===== src/rtl/decode_stage.sv =====
// decode_stage -- instruction-decode pipeline stage.
//
// Decodes the IF/ID instruction, reads the register file, detects load-use
// hazards against its own ID/EX register and launches a valid-tagged ID/EX
// bundle toward execute.
//
// Ports:
//   clk, reset                  clock, asynchronous active-high reset
//   ifIdValid                   IF/ID instruction is real (not a bubble)
//   programCounterIn            PC+4 of the IF/ID instruction
//   instruction                 MIPS word: op[31:26] rs[25:21] rt[20:16] rd[15:11] imm[15:0]
//   writeRegister/Data, regWrite  write-back port into the register file
//   flush                       squash the instruction in decode
//   hold                        execute cannot accept; freeze ID/EX
//   idExValid                   ID/EX bundle is a real instruction
//   writeBackControl[1:0]       {regWrite, memToReg}
//   memAccessControl[2:0]       {branch, memRead, memWrite}
//   calculationControl[3:0]     {regDst, aluOp[1:0], aluSrc}
//   programCounterOut           latched programCounterIn
//   readData1/2                 rs / rt operands
//   immediateOperand            sign-extended imm[15:0]
//   rs, rt, rd                  latched register fields
//   pcWrite, ifIdWrite          combinational; 0 stalls fetch and IF/ID
//
// Build option: DECODE_WRITE_BYPASS_EN -- same-cycle write-back is forwarded
// to the register-file read ports.

module decode_stage #(
   parameter int DATA_WIDTH     = 32,
   parameter int REG_ADDR_WIDTH = 5,
   parameter int PC_WIDTH       = 32
) (
   input  logic                      clk,
   input  logic                      reset,
   input  logic                      ifIdValid,
   input  logic [PC_WIDTH-1:0]       programCounterIn,
   input  logic [31:0]               instruction,
   input  logic [REG_ADDR_WIDTH-1:0] writeRegister,
   input  logic [DATA_WIDTH-1:0]     writeData,
   input  logic                      regWrite,
   input  logic                      flush,
   input  logic                      hold,
   output logic                      idExValid,
   output logic [1:0]                writeBackControl,
   output logic [2:0]                memAccessControl,
   output logic [3:0]                calculationControl,
   output logic [PC_WIDTH-1:0]       programCounterOut,
   output logic [DATA_WIDTH-1:0]     readData1,
   output logic [DATA_WIDTH-1:0]     readData2,
   output logic [DATA_WIDTH-1:0]     immediateOperand,
   output logic [REG_ADDR_WIDTH-1:0] rs,
   output logic [REG_ADDR_WIDTH-1:0] rt,
   output logic [REG_ADDR_WIDTH-1:0] rd,
   output logic                      pcWrite,
   output logic                      ifIdWrite
);

   localparam int NUM_REGS = 1 << REG_ADDR_WIDTH;

   localparam logic [5:0] OP_RTYPE = 6'h00;
   localparam logic [5:0] OP_BEQ   = 6'h04;
   localparam logic [5:0] OP_ADDI  = 6'h08;
   localparam logic [5:0] OP_LW    = 6'h23;
   localparam logic [5:0] OP_SW    = 6'h2B;

   logic [DATA_WIDTH-1:0]     regFile [NUM_REGS];

   logic [5:0]                opcode;
   logic [REG_ADDR_WIDTH-1:0] currentRs;
   logic [REG_ADDR_WIDTH-1:0] currentRt;
   logic [REG_ADDR_WIDTH-1:0] currentRd;
   logic [DATA_WIDTH-1:0]     rsValue;
   logic [DATA_WIDTH-1:0]     rtValue;
   logic [DATA_WIDTH-1:0]     immediateNext;
   logic [1:0]                writeBackNext;
   logic [2:0]                memAccessNext;
   logic [3:0]                calculationNext;
   logic                      loadUse;

   assign opcode        = instruction[31:26];
   assign currentRs     = instruction[21 +: REG_ADDR_WIDTH];
   assign currentRt     = instruction[16 +: REG_ADDR_WIDTH];
   assign currentRd     = instruction[11 +: REG_ADDR_WIDTH];
   assign immediateNext = DATA_WIDTH'($signed(instruction[15:0]));

   // Control opcode decoder
   always_comb begin
      writeBackNext   = '0;
      memAccessNext   = '0;
      calculationNext = '0;
      case (opcode)
         OP_RTYPE: begin
            writeBackNext   = 2'b10;
            calculationNext = 4'b1100;
         end
         OP_LW: begin
            writeBackNext   = 2'b11;
            memAccessNext   = 3'b010;
            calculationNext = 4'b0001;
         end
         OP_SW: begin
            memAccessNext   = 3'b001;
            calculationNext = 4'b0001;
         end
         OP_BEQ: begin
            memAccessNext   = 3'b100;
            calculationNext = 4'b0010;
         end
         OP_ADDI: begin
            writeBackNext   = 2'b10;
            calculationNext = 4'b0001;
         end
         default: begin
         end
      endcase
   end

   // Register file: entry 0 is never written and always reads 0
   always_ff @(posedge clk or posedge reset) begin
      if (reset) begin
         for (int unsigned i = 0; i < NUM_REGS; i++) begin
            regFile[i] <= '0;
         end
      end else if (regWrite && (writeRegister != '0)) begin
         regFile[writeRegister] <= writeData;
      end
   end

   always_comb begin
      rsValue = (currentRs == '0) ? '0 : regFile[currentRs];
      rtValue = (currentRt == '0) ? '0 : regFile[currentRt];
`ifdef DECODE_WRITE_BYPASS_EN
      if (regWrite && (writeRegister != '0) && (writeRegister == currentRs)) begin
         rsValue = writeData;
      end
      if (regWrite && (writeRegister != '0) && (writeRegister == currentRt)) begin
         rtValue = writeData;
      end
`endif
   end

   // A load in ID/EX whose destination is a source of the decoding instruction
   assign loadUse = ifIdValid & idExValid & memAccessControl[1] & (rt != '0) &
                    ((rt == currentRs) | (rt == currentRt));

   // flush overrides hold/stall so fetch can redirect
   assign pcWrite   = flush | ~(hold | loadUse);
   assign ifIdWrite = pcWrite;

   // ID/EX register; priority reset > flush > hold > loadUse > normal.
   // Bubbles clear only valid and controls; the data fields keep their value.
   always_ff @(posedge clk or posedge reset) begin
      if (reset) begin
         idExValid          <= 1'b0;
         writeBackControl   <= '0;
         memAccessControl   <= '0;
         calculationControl <= '0;
         programCounterOut  <= '0;
         readData1          <= '0;
         readData2          <= '0;
         immediateOperand   <= '0;
         rs                 <= '0;
         rt                 <= '0;
         rd                 <= '0;
      end else if (flush || (!hold && loadUse)) begin
         idExValid          <= 1'b0;
         writeBackControl   <= '0;
         memAccessControl   <= '0;
         calculationControl <= '0;
      end else if (!hold) begin
         idExValid          <= ifIdValid;
         writeBackControl   <= ifIdValid ? writeBackNext   : '0;
         memAccessControl   <= ifIdValid ? memAccessNext   : '0;
         calculationControl <= ifIdValid ? calculationNext : '0;
         programCounterOut  <= programCounterIn;
         readData1          <= rsValue;
         readData2          <= rtValue;
         immediateOperand   <= immediateNext;
         rs                 <= currentRs;
         rt                 <= currentRt;
         rd                 <= currentRd;
      end
   end

endmodule


===== config.mk =====
export PLATFORM = sky130hd
export DESIGN_NAME = decode_stage
export DESIGN_NICKNAME = d
export VERILOG_FILES = /design/src/rtl/decode_stage.sv
export SDC_FILE = /design/constraint.sdc
export NUM_CORES = 2
export LEC_CHECK = 0
export CORE_UTILIZATION = 40
export CTS_BUF_LIST = sky130_fd_sc_hd__clkbuf_8
export DETAILED_ROUTE_END_ITERATION = 8
export PLACE_DENSITY = 0.68
export SLEW_MARGIN = 10
export SYNTH_ARGS = -nofsm -noshare
export SYNTH_HDL_FRONTEND = slang
export SYNTH_SLANG_ARGS = --single-unit

===== constraint.sdc =====
create_clock -name clk -period 46.8 [get_ports clk]
set_input_delay 9.36 -clock clk [delete_from_list [all_inputs] [get_ports clk]]
set_output_delay 9.36 -clock clk [all_outputs]
set_load 0.01 [all_outputs]

Yosys cells after proc, flatten, opt, wreduce, memory -nomap -nowiden
Cells that the tools add are included.
- $lt $le $gt $ge: 4
- eq/ne operators: 7
- muxes and demuxes: 25
- bitwise gates (word level): 13
- reductions and logical operators: 13
- operators by type and width (kind ; number):
    $bwmux 1024 ; 1
    $bmux 32 s5 ; 2
    $mux 32 ; 7
    $demux 32 s5 ; 1
    $ge 6x6->1 const B ; 3
    $not 5->6 ; 3
    $eq 6x6->1 const B ; 2
    $mux 4 ; 3
    $pmux 4 s3 ; 1
    $eq 5x5->1 ; 2
    $logic_not 5->1 ; 2
    $reduce_bool 5->1 ; 2
    $mux 3 ; 3
    $pmux 3 s3 ; 1
    $eq 6x3->1 const B ; 1
    $eq 6x4->1 const B ; 1
    $logic_not 6->1 ; 1
    $lt 6x1->1 const B ; 1
    $mux 2 ; 3
    $and 1x1->1 ; 4
    $pmux 2 s2 ; 1
    $logic_and 1x1->1 ; 3
    $not 1->1 ; 3
    $or 1x1->1 ; 3
    7 further kinds ; 8
- bits in registers: 1161
- bits of input ports: 107
- output and inout port bits: 155
- logic and storage cells: 105

Depth between registers and ports, before layout
- word-level depth: 8
- mapped depth: 10

Worst setup path after synthesis
Ideal clock, no wire load.
- path kind: input to output
- from: input instruction[22]
- to: output pcWrite
- arrival time: 10.447 ns
- data required time: 37.440 ns
- setup slack: 26.993 ns
- cell stages on the path: 7
- path buffers: 2
- cells stage by stage: buf_2 > xor2_1 > nor2_1 > a22oi_1 > nor2_1 > o21bai_1 > buf_4
- longest elaborated chain between the ends: 6
- ends and longest elaborated chain (what ; RTL line ; source):
    start: declaration ; 37 ; input logic [31:0] instruction,
    $eq 5x5->1 ; 144 ; ((rt == currentRs) | (rt == currentRt));
    $or 1x1->1 ; 144 ;
    $and 1x1->1 ; 143 ; assign loadUse = ifIdValid & idExValid & memAccessControl[1] & (rt != '0) &
    $or 1x1->1 ; 147 ; assign pcWrite = flush | ~(hold | loadUse);
    $not 1->1 ; 147 ;
    $or 1x1->1 ; 147 ;
    end: declaration ; 54 ; output logic pcWrite,
Every way passes these cells.

Worst setup path after layout
- from: input instruction[23]
- to: output ifIdWrite
- longest elaborated chain between the ends: 6
- ends and longest elaborated chain (what ; RTL line ; source):
    $eq 5x5->1 ; 144 ;
    $or 1x1->1 ; 144 ;
    $and 1x1->1 ; 143 ;
    $or 1x1->1 ; 147 ;
    $not 1->1 ; 147 ;
    $or 1x1->1 ; 147 ;
    end: declaration ; 55 ; output logic ifIdWrite
Every way passes these cells.

==> impl_metrics.csv <==
group,metric,value,unit
place,place_congestion,0.8062,
sta,worst_slack,25.84,ns
critical_path,crit_path_max_fanout,48,
clock_network,root_buffer,"clkbuf_8",
critical_path,critPathArrivalTime,11.60,ns
pwr,powerDensity,42.23,mW/mm^2
sta,maxSlewViolCount,0,
clock_network,cts_htree_levels,4,
route,wl,186100,um
worst_hold_path,hold_depth,0,
critical_path,end_kind,"output port",
place,pre_cts_slack,25.85,ns
logic_synthesis,ys_types,43,
clock_network,cts_setup_buffers,0,
logic_synthesis,synthArstFlopShare,1.000,
sta,hold_violations,0,
sta,rsz0062_at_grt,"false",
floorplan,dieArea,0.1495,mm^2
global_routing,track_usage,0.2491,
logic_synthesis,ys_ff_latch,1154,
route,via_per_inst,6.168,
place,io_buffers,261,
critical_path,reg2reg_from,"rt[1]",
critical_path,crit_type,"in2out",
worst_hold_path,hp-class,"reg2reg",
pwr,p_leak,29.08,nW
worst_hold_path,hp-start,"regFile[993]",
critical_path,rr_worst_depth,7,
job,cap_violations,0,
logic_synthesis,synth-edff-count,0,
floorplan,coreArea,0.1463,mm^2
critical_path,rrSetupSlack,42.95,ns
cells_and_area,layout.nets,4195,
critical_path,cp-start-kind,"input port",
logic_synthesis,synth_cells,4001,
logic_synthesis,synth_area_per_cell,14.79,um^2
pwr,total_power,2.832,mW
cells_and_area,num-fill-cells,12770,
logic_synthesis,synth_warnings,0,
global_routing,grt_pass1_vias,39080,
sta,maxSlewHeadroom,0.1732,
clock_network,cts_buffers,195,
clock_network,cts_buffer_depth,3,
worst_hold_path,hold_path_end,"regFile[993]",
global_routing,antenna_found_initial,10,
clock_network,hold_buffers,0,
logic_synthesis,ys.flop_type,"dfrtp_1",
clock_network,cts_resized,0,
logic_synthesis,syn_nets,4108,
floorplan,rows,140,
route,ant_nets,0,
route,vias,38010,
global_routing,grt_pass1_wl,274200,um
clock_network,insertion_delay,0.92,ns
clock_network,clk_pin_slew_worst_paths,0.05,ns
logic_synthesis,syn-cell-area,0.05919,mm^2
floorplan,ioPinCount,262,
critical_path,crit_required,37.44,ns
sta,fin_setup_tns,0,ns
floorplan,initial_core_util,0.4047,
place,hpwl,106600,um
logic_synthesis,synth_seq_area_share,0.4879,
pwr,ir_worst_vdd,0.00002298,V
clock_network,cts_tree,"built",
sta,tightest_slew,1.236,ns
global_routing,grt_max_degree,159,
sta,fin_crit,20.96,ns
sta,fin_crit_sh,0.4478,
global_routing,grt-ovfl-total,0,
sta,finalSetupViolCount,0,
floorplan,fp.dieW,386.7,um
route,wl_per_cell,30.19,um
cells_and_area,drive_gt1_frac,0.4568,
floorplan,die_h,386.7,um
run_status,status,"finished clean",
cells_and_area,area_delta_synth_final,13.27,%
clock_network,numClockSinks,1154,
route,drc_errors,0,
sta,fin_skew,0.03621,ns
route,firstDrtPassIters,5,
route,drtIter0Drc,3549,
sta,fmax,0.04772,GHz
critical_path,reg2reg_to,"readData1[18]",
final cells by class:
type | count | area [um^2] | share of cell area
inverter | 4 | 22.52 | 0.0003359
timing repair buffer | 347 | 3306 | 0.04930
clock inverter | 100 | 574.3 | 0.008565
antenna | 10 | 25.02 | 0.0003732
multi-input combinational | 2386 | 28470 | 0.4247
clock buffer | 245 | 3372 | 0.05029
tap | 1917 | 2399 | 0.03577
sequential | 1154 | 28880 | 0.4307
placed cells by master (no fill, tap or decap), types with 32 or more instances in the layout:
| cell type | n |
|---|---|
| a21oi_1 | 34 |
| a221oi_1 | 92 |
| a22oi_1 | 33 |
| buf_4 | 84 |
| clkbuf_8 | 245 |
| clkdlybuf4s50_1 | 252 |
| dfrtp_1 | 1154 |
| inv_1 | 58 |
| mux2_2 | 1048 |
| mux2i_1 | 255 |
| mux4_2 | 454 |
| nand2_1 | 214 |
| o21ai_0 | 40 |
| o221ai_1 | 32 |
| o22a_1 | 32 |
flip-flops by register name, summed over array words and instances (netlist names):
name and count:
regFile 1024, programCounterOut 32, readData1 32, readData2 32
immediateOperand 16, rs 5, rt 5, calculationControl 3
memAccessControl 2, writeBackControl 2, idExValid 1
synthesized netlist by cell type (all sizes together), types with 2 or more instances:
cell	number	area share
a22oi	33	0.0042
or2	2	0.00021
nor3	3	0.00025
o22ai	30	0.0032
nand3	2	0.00017
o221ai	32	0.0047
a32o	2	0.00034
o22a	32	0.0047
o41ai	2	0.00042
a21oi	34	0.0029
nor2b	6	0.00063
xor2	10	0.0015
dfrtp	1154	0.49
inv	3	0.00019
a221oi	92	0.014
o31ai	2	0.00025
nand3b	4	0.00051
clkbuf	240	0.015
nor2	25	0.0016
nand2	232	0.015
buf	217	0.020
mux2i	255	0.043
mux4	454	0.17
nand2b	2	0.00021
mux2	1048	0.20
nor3b	4	0.00051
o21ai	70	0.0059
worst max-delay path, stage by stage:
cell and delay, ns:
buf_6 0.54, xor2_1 0.22, nor2_1 0.08, a22oi_1 0.44
nor2_1 0.12, o21bai_1 0.23, clkdlybuf4s50_1 0.58
stage by stage:
step           std cells    util  hold slack [ns]  instance area (um^2)
2_1_floorplan       4001       -           0.4413                 59190
3_3_place_gp        5808  0.4313           0.3768                 63080
3_5_place_dp        5808  0.4313           0.3833                 63080
4_1_cts             6153  0.4582           0.3964                 67020
5_1_grt             6158  0.4583           0.4097                 67040
6_report            6163  0.4584           0.3946                 67050
metal layers:
metal	global-route usage	vias up	share of wire
met1	0.3366	20500	0.41
met4	0.1028	8	0.038
met3	0.05552	381	0.079
li1	-	15480	-
met2	0.3879	1644	0.47
met5	0	-	0.00029
power by group:
group          leakage [nW]  internal, mW  switching, mW
logic                  12.1         0.352          0.236
clock network          2.25         0.491          0.428
registers              14.8          1.18          0.140
total                  29.1          2.03          0.804
worst max-delay path by stage:
| stage | slack [ns] | endpoint | cells after the start | start |
|---|---|---|---|---|
| floorplan | 4.94 | calculationControl[0] | 1 | reset |
| detailed placement | 25.85 | ifIdWrite | 7 | instruction[23] |
| global route | 25.74 | ifIdWrite | 7 | instruction[23] |
| finish | 25.84 | ifIdWrite | 7 | instruction[23] |
| CTS | 25.84 | ifIdWrite | 7 | instruction[23] |
| global placement | 25.80 | pcWrite | 7 | instruction[23] |
kinds of logic after synthesis:
family / after synthesis / synth area share
xor+xnor: 10 / 0.001480
compound gates: 332 / 0.04075
mux: 1757 / 0.4152
simple gates: 287 / 0.01968
flops: 1154 / 0.4879
buf+inv: 461 / 0.03500
No activity file was read; power rests on OpenSTA's default activity.
